**src/rtl/ram_arbiter.sv**
```systemverilog
// Arbitrates a single-port data RAM between the CPU MEM stage and a host port.
// The CPU owns the RAM by default; the host wins when the CPU is idle or has starved it long enough.
module ram_arbiter #(
    parameter int ADDR_BITS    = 12,
    parameter int STARVE_LIMIT = 4
) (
    input  logic                 clk,
    input  logic                 rst,
    input  logic                 cpu_req,
    input  logic                 cpu_rw,
    input  logic [ADDR_BITS-3:0] cpu_addr,
    input  logic [31:0]          cpu_data_in,
    input  logic [3:0]           cpu_sel,
    output logic [31:0]          cpu_data_out,
    output logic                 cpu_stall,
    input  logic                 host_req,
    input  logic                 host_rw,
    input  logic [ADDR_BITS-3:0] host_addr,
    input  logic [31:0]          host_data_in,
    input  logic [3:0]           host_sel,
    output logic                 host_ack,
    output logic [31:0]          host_data_out,
    output logic [ADDR_BITS-3:0] ram_addr,
    output logic [31:0]          ram_data_in,
    output logic [3:0]           ram_sel,
    output logic                 ram_rw,
    input  logic [31:0]          ram_data_out,
    output logic [31:0]          host_access_num,
    output logic [31:0]          stall_cycles
);

    // +2 keeps the counter at least one bit wide even for a zero limit
    localparam int CNT_W = $clog2(STARVE_LIMIT + 2);
    localparam logic [CNT_W-1:0] LIMIT = CNT_W'(STARVE_LIMIT);

    typedef enum logic [1:0] {
        CPU_OWN,
        HOST_ACC,
        HOST_DONE
    } state_t;

    state_t           r_state;
    state_t           w_state_next;
    logic [CNT_W-1:0] r_starve_cnt;
    logic [CNT_W-1:0] w_starve_next;
    logic [31:0]      r_host_data_out;
    logic [31:0]      r_host_access_num;
    logic [31:0]      r_stall_cycles;

    always_comb begin
        w_state_next  = r_state;
        w_starve_next = r_starve_cnt;
        ram_addr      = cpu_addr;
        ram_data_in   = cpu_data_in;
        ram_sel       = cpu_sel;
        ram_rw        = cpu_rw & cpu_req;
        cpu_stall     = 1'b0;
        host_ack      = 1'b0;
        case (r_state)
            CPU_OWN: begin
                if (host_req && (!cpu_req || r_starve_cnt == LIMIT)) begin
                    w_state_next  = HOST_ACC;
                    w_starve_next = '0;
                end else if (host_req && cpu_req) begin
                    // no transition here implies the count is still below the limit
                    w_starve_next = r_starve_cnt + CNT_W'(1);
                end
            end
            HOST_ACC: begin
                w_state_next = HOST_DONE;
                ram_addr     = host_addr;
                ram_data_in  = host_data_in;
                ram_sel      = host_sel;
                ram_rw       = host_rw;
                cpu_stall    = cpu_req;
            end
            HOST_DONE: begin
                // RAM already back with the CPU so it gets an unstalled cycle
                w_state_next = CPU_OWN;
                host_ack     = 1'b1;
            end
            default: w_state_next = CPU_OWN;
        endcase
    end

    always_ff @(posedge clk) begin
        if (rst) begin
            r_state           <= CPU_OWN;
            r_starve_cnt      <= '0;
            r_host_data_out   <= '0;
            r_host_access_num <= '0;
            r_stall_cycles    <= '0;
        end else begin
            r_state      <= w_state_next;
            r_starve_cnt <= w_starve_next;
            if (r_state == HOST_ACC && !host_rw) begin
                r_host_data_out <= ram_data_out;
            end
            if (r_state == HOST_DONE) begin
                r_host_access_num <= r_host_access_num + 32'd1;
            end
            if (cpu_stall) begin
                r_stall_cycles <= r_stall_cycles + 32'd1;
            end
        end
    end

    assign cpu_data_out    = ram_data_out;
    assign host_data_out   = r_host_data_out;
    assign host_access_num = r_host_access_num;
    assign stall_cycles    = r_stall_cycles;

endmodule

```
**config.mk**
```make
export PLATFORM = sky130hd
export DESIGN_NAME = ram_arbiter
export DESIGN_NICKNAME = d
export VERILOG_FILES = /design/src/rtl/ram_arbiter.sv
export SDC_FILE = /design/constraint.sdc
export NUM_CORES = 1
export LEC_CHECK = 0
export CAP_MARGIN = 20
export CORE_ASPECT_RATIO = 0.75
export CORE_MARGIN = 5
export CORE_UTILIZATION = 35
export CTS_CLUSTER_SIZE = 40
export DETAILED_ROUTE_END_ITERATION = 12
export DONT_BUFFER_PORTS = 1
export PLACE_DENSITY = 0.54
export SLEW_MARGIN = 10
export SYNTH_ARGS = -nofsm -noshare
export SYNTH_HDL_FRONTEND = slang
export SYNTH_SLANG_ARGS = --single-unit
```
**constraint.sdc**
```tcl
create_clock -name clk -period 1.8 [get_ports clk]
set_input_delay 0.27 -clock clk [delete_from_list [all_inputs] [get_ports clk]]
set_output_delay 0.27 -clock clk [all_outputs]
set_load 0.01 [all_outputs]
```
==> run_results.csv <==
group,metric,value,unit
global_route,grt_max_degree,105,
sta,period_needed,1.871,ns
sta,fmax,534.5,MHz
synthesis,synth_area_leaders,"dfxtp_1 (38%), nand2_1 (16%), a21oi_1 (7.2%)",
global_route,grt_pass1_wl,27.36,mm
floorplan,fp.dieW,151.8,um
critical_path,crit_path_max_fanout,8,
sta,setup_violations,23,
synthesis,synthCells,716,
sta,fin_tns_setup,-0.9080,ns
clock_network,clock_latency,0.35,ns
synthesis,synth_edf_count,0,
clock_network,cts_tree,"built",
synthesis,synthDistinctLibCells,48,
clock_network,ctsHoldBuffers,8,
critical_path,worstSetupStartpointType,"register",
sta,tightest_slew,0.3256,ns
floorplan,io_pins,307,
flow_run,maxCapViolations,0,
finish,area_delta_synth_final,30.22,%
power_and_ir_drop,powerDensity,648.7,nW/um2
run_status,status,"finished with violations",
critical_path,cp_top_family,"simple AND/OR/NAND/NOR gates",
route,drtIter0Drc,265,
clock_network,root_buffer,"clkbuf_16",
route,wirelength,19.51,mm
sta,rsz0062_at_grt,"yes",
route,drt_pass1_iterations,5,
sta,finClkSkew,0.009660,ns
critical_path,required,2.09,ns
global_route,grt_use_total,0.2004,
power_and_ir_drop,ir_drop,411.4,uV
power_and_ir_drop,p_leak,2.592,nW
synthesis,synth_nets,850,
critical_path,critPathSlowestCell,"or4_4",
placed_design,portBuffers,0,
sta,period_share,1.039,
min_path,hold_path_class,"in -> reg",
route,drt-wirelength-per-cell,20.05,um
synthesis,avgSynthCellArea,7.367,um2
synthesis,async_reset_ff_frac,0,
sta,relSlewSlack,0.7829,
route,final_antenna_net_count,0,
global_route,antenna_found_initial,0,
sta,fin_ws,-0.07087,ns
synthesis,yosysTopAreaCell,"dfxtp_1",
critical_path,critPathKind,"reg -> reg",
floorplan,initial_core_util,0.3602,
clock_network,cts_buffers,9,
power_and_ir_drop,power.switching,1.123,mW
clock_network,cts_sinks,101,
clock_network,clk_path_buf_depth,2,
finish,drive_gt1_frac,0.3394,
critical_path,cp-end-kind,"register",
placed_design,hpwl,14.01,mm
clock_network,htreeDepth,3,
power_and_ir_drop,p_sw_frac,0.2520,
synthesis,synth_top_area_share,0.3833,
route,via_count,5308,
power_and_ir_drop,p_comb_frac,0.073,
synthesis,synth_area,5275,um2
finish,final_net_count,901,
floorplan,die_area,17650,um2
power_and_ir_drop,p_int,3.333,mW
critical_path,cp.arrival,2.16,ns
run_status,violations,"negative hold slack, negative setup slack",
sta,final_hold_viol_count,6,
floorplan,die_y,116.3,um
sta,whs,-0.01212,ns
critical_path,cpPeakStageDelay,0.64,ns
global_route,grt_pass1_vias,5013,
sta,drv_slew,0,
route,route.detailed.drc,0,
placed_design,gp_congestion,0.9480,
synthesis,synth-seq-cells,101,
synthesis,ys.flop_type,"dfxtp_1",
route,via_per_inst,5.455,
clock_network,clk_pin_slew,0.07,ns
power_and_ir_drop,clockPowerShare,0.419,
critical_path,crit_chain,"nand3b_1 -> or4_4 -> buf_12 -> or3_4 -> a21oi_2",
placed_design,dp_slack,-0.1322,ns
power_and_ir_drop,total_power,4.456,mW
synthesis,ys_seq_area_frac,0.3833,
floorplan,rows,38,
synthesis,ys_warn_count,0,
finish,nFillCells,1453,
global_route,grt.overflow.total,0,
critical_path,critPathBufInv,1,
floorplan,coreArea,14640,um2
power_and_ir_drop,power_frac_seq,0.509,
==> sequential cells by signal, indices dropped and copies added, names as in the netlist <==
register and count:
stall_cycles 32, r_state 2, host_access_num 32, r_starve_cnt 3, host_data_out 32
==> synthesized netlist by cell type, types with 3 or more instances <==
master	number
a21oi_1	76
and2_1	3
and3_1	5
and4_1	6
buf_1	7
buf_4	32
clkbuf_1	32
clkbuf_8	3
dfxtp_1	101
ha_1	4
inv_1	13
mux2_2	3
nand2_1	227
nand3_1	20
nand4_1	15
nor2_1	29
nor2b_1	3
nor3_1	5
nor4_1	3
o21ai_0	13
o31ai_1	29
or3_1	9
or3_2	3
or4_1	31
xnor2_1	7
xor2_1	10
==> logic make-up (layout without fill, tap and decap cells) <==
group | after synthesis | in the layout | share of synthesized area
other | 0 | 1 | 0
AO/OA/AOI/OAI | 122 | 122 | 0.1326
buffers and inverters | 92 | 143 | 0.09820
multiplexers | 4 | 4 | 0.008301
flip-flops | 101 | 101 | 0.3833
AND/OR/NAND/NOR | 376 | 381 | 0.3399
XOR/XNOR | 17 | 17 | 0.02823
adder cells (fa/ha/maj) | 4 | 4 | 0.009488
==> layer usage <==
layer | vias up | global-route usage | routed length, um
li1 | 2535 | - | -
met1 | 2547 | 0.2359 | 7654
met2 | 203 | 0.3364 | 9769
met3 | 23 | 0.07176 | 1566
met4 | 0 | 0.07780 | 517
met5 | - | 0 | 0
==> power groups by stage <==
stage	Sequential, mW	Clock, mW	Combinational [mW]
6_report	2.27	1.87	0.324
5_1_grt	2.27	2.03	0.353
4_1_cts	2.27	1.94	0.293
3_5_place_dp	2.32	0	0.280
3_3_place_gp	2.32	0	0.272
2_1_floorplan	2.32	0	0.297
==> cell type report <==
type | instances | area [um2] | share of cell area
multi-input combinational | 528 | 3179 | 0.4628
sequential | 101 | 2069 | 0.3013
timing repair buffer | 114 | 1040 | 0.1514
tap | 200 | 250.2 | 0.03643
clock buffer | 11 | 242.7 | 0.03534
inverter | 13 | 51.30 | 0.007468
clock inverter | 5 | 33.78 | 0.004918
antenna | 1 | 2.502 | 0.0003643
==> repair_timing <==
| item | in CTS | in global routing |
|---|---|---|
| gates resized for setup | 31 | 86 |
| pin swaps | 24 | 25 |
| setup endpoints to repair | 40 | 62 |
| gates cloned | 4 | 4 |
| hold endpoints to repair | 95 | 66 |
| setup buffers | 7 | 15 |
==> final timing paths <==
path                        start                   to  slack, ns  cells past startpoint
setup / recovery       r_state[0]  host_access_num[15]      -0.07                      5
hold / removal                rst  host_access_num[22]      -0.01                      1
setup reg to reg       r_state[0]  host_access_num[15]      -0.07                      5
hold reg to reg   r_starve_cnt[2]      r_starve_cnt[2]       0.50                      2
==> stage by stage <==
| stage | instances | hold WS [ns] | util | cell area (um2) |
|---|---|---|---|---|
| 5_1_grt | 972 | -0.04405 | 0.4689 | 6867 |
| 4_1_cts | 957 | -0.03856 | 0.4364 | 6391 |
| 6_report | 973 | -0.01212 | 0.4691 | 6869 |
| 2_1_floorplan | 716 | 0.4060 | - | 5374 |
| 3_5_place_dp | 922 | 0.3477 | 0.3988 | 5841 |
| 3_3_place_gp | 922 | 0.3416 | 0.3988 | 5841 |
==> worst reg2reg max path, cell delays in order (launching register included) <==
cell and delay (ns):
dfxtp_4 0.36, nand3b_1 0.19, or4_4 0.64, buf_12 0.17, or3_4 0.32, a21oi_2 0.13
==> cells in the final DEF (no fill, tap or decap), drive strengths merged, types with 5 or more instances in the layout <==
| master | synthesis | final |
|---|---|---|
| a21oi | 76 | 76 |
| and3 | 6 | 6 |
| and4 | 6 | 6 |
| buf | 43 | 105 |
| clkbuf | 35 | 14 |
| dfxtp | 101 | 101 |
| dlygate4sd3 | 0 | 6 |
| inv | 13 | 15 |
| nand2 | 227 | 227 |
| nand3 | 20 | 21 |
| nand4 | 16 | 16 |
| nor2 | 29 | 29 |
| nor3 | 5 | 5 |
| o21ai | 13 | 13 |
| o31ai | 29 | 29 |
| or3 | 12 | 12 |
| or4 | 33 | 37 |
| xnor2 | 7 | 7 |
| xor2 | 10 | 10 |
No activity file was read; power rests on OpenSTA's default activity.
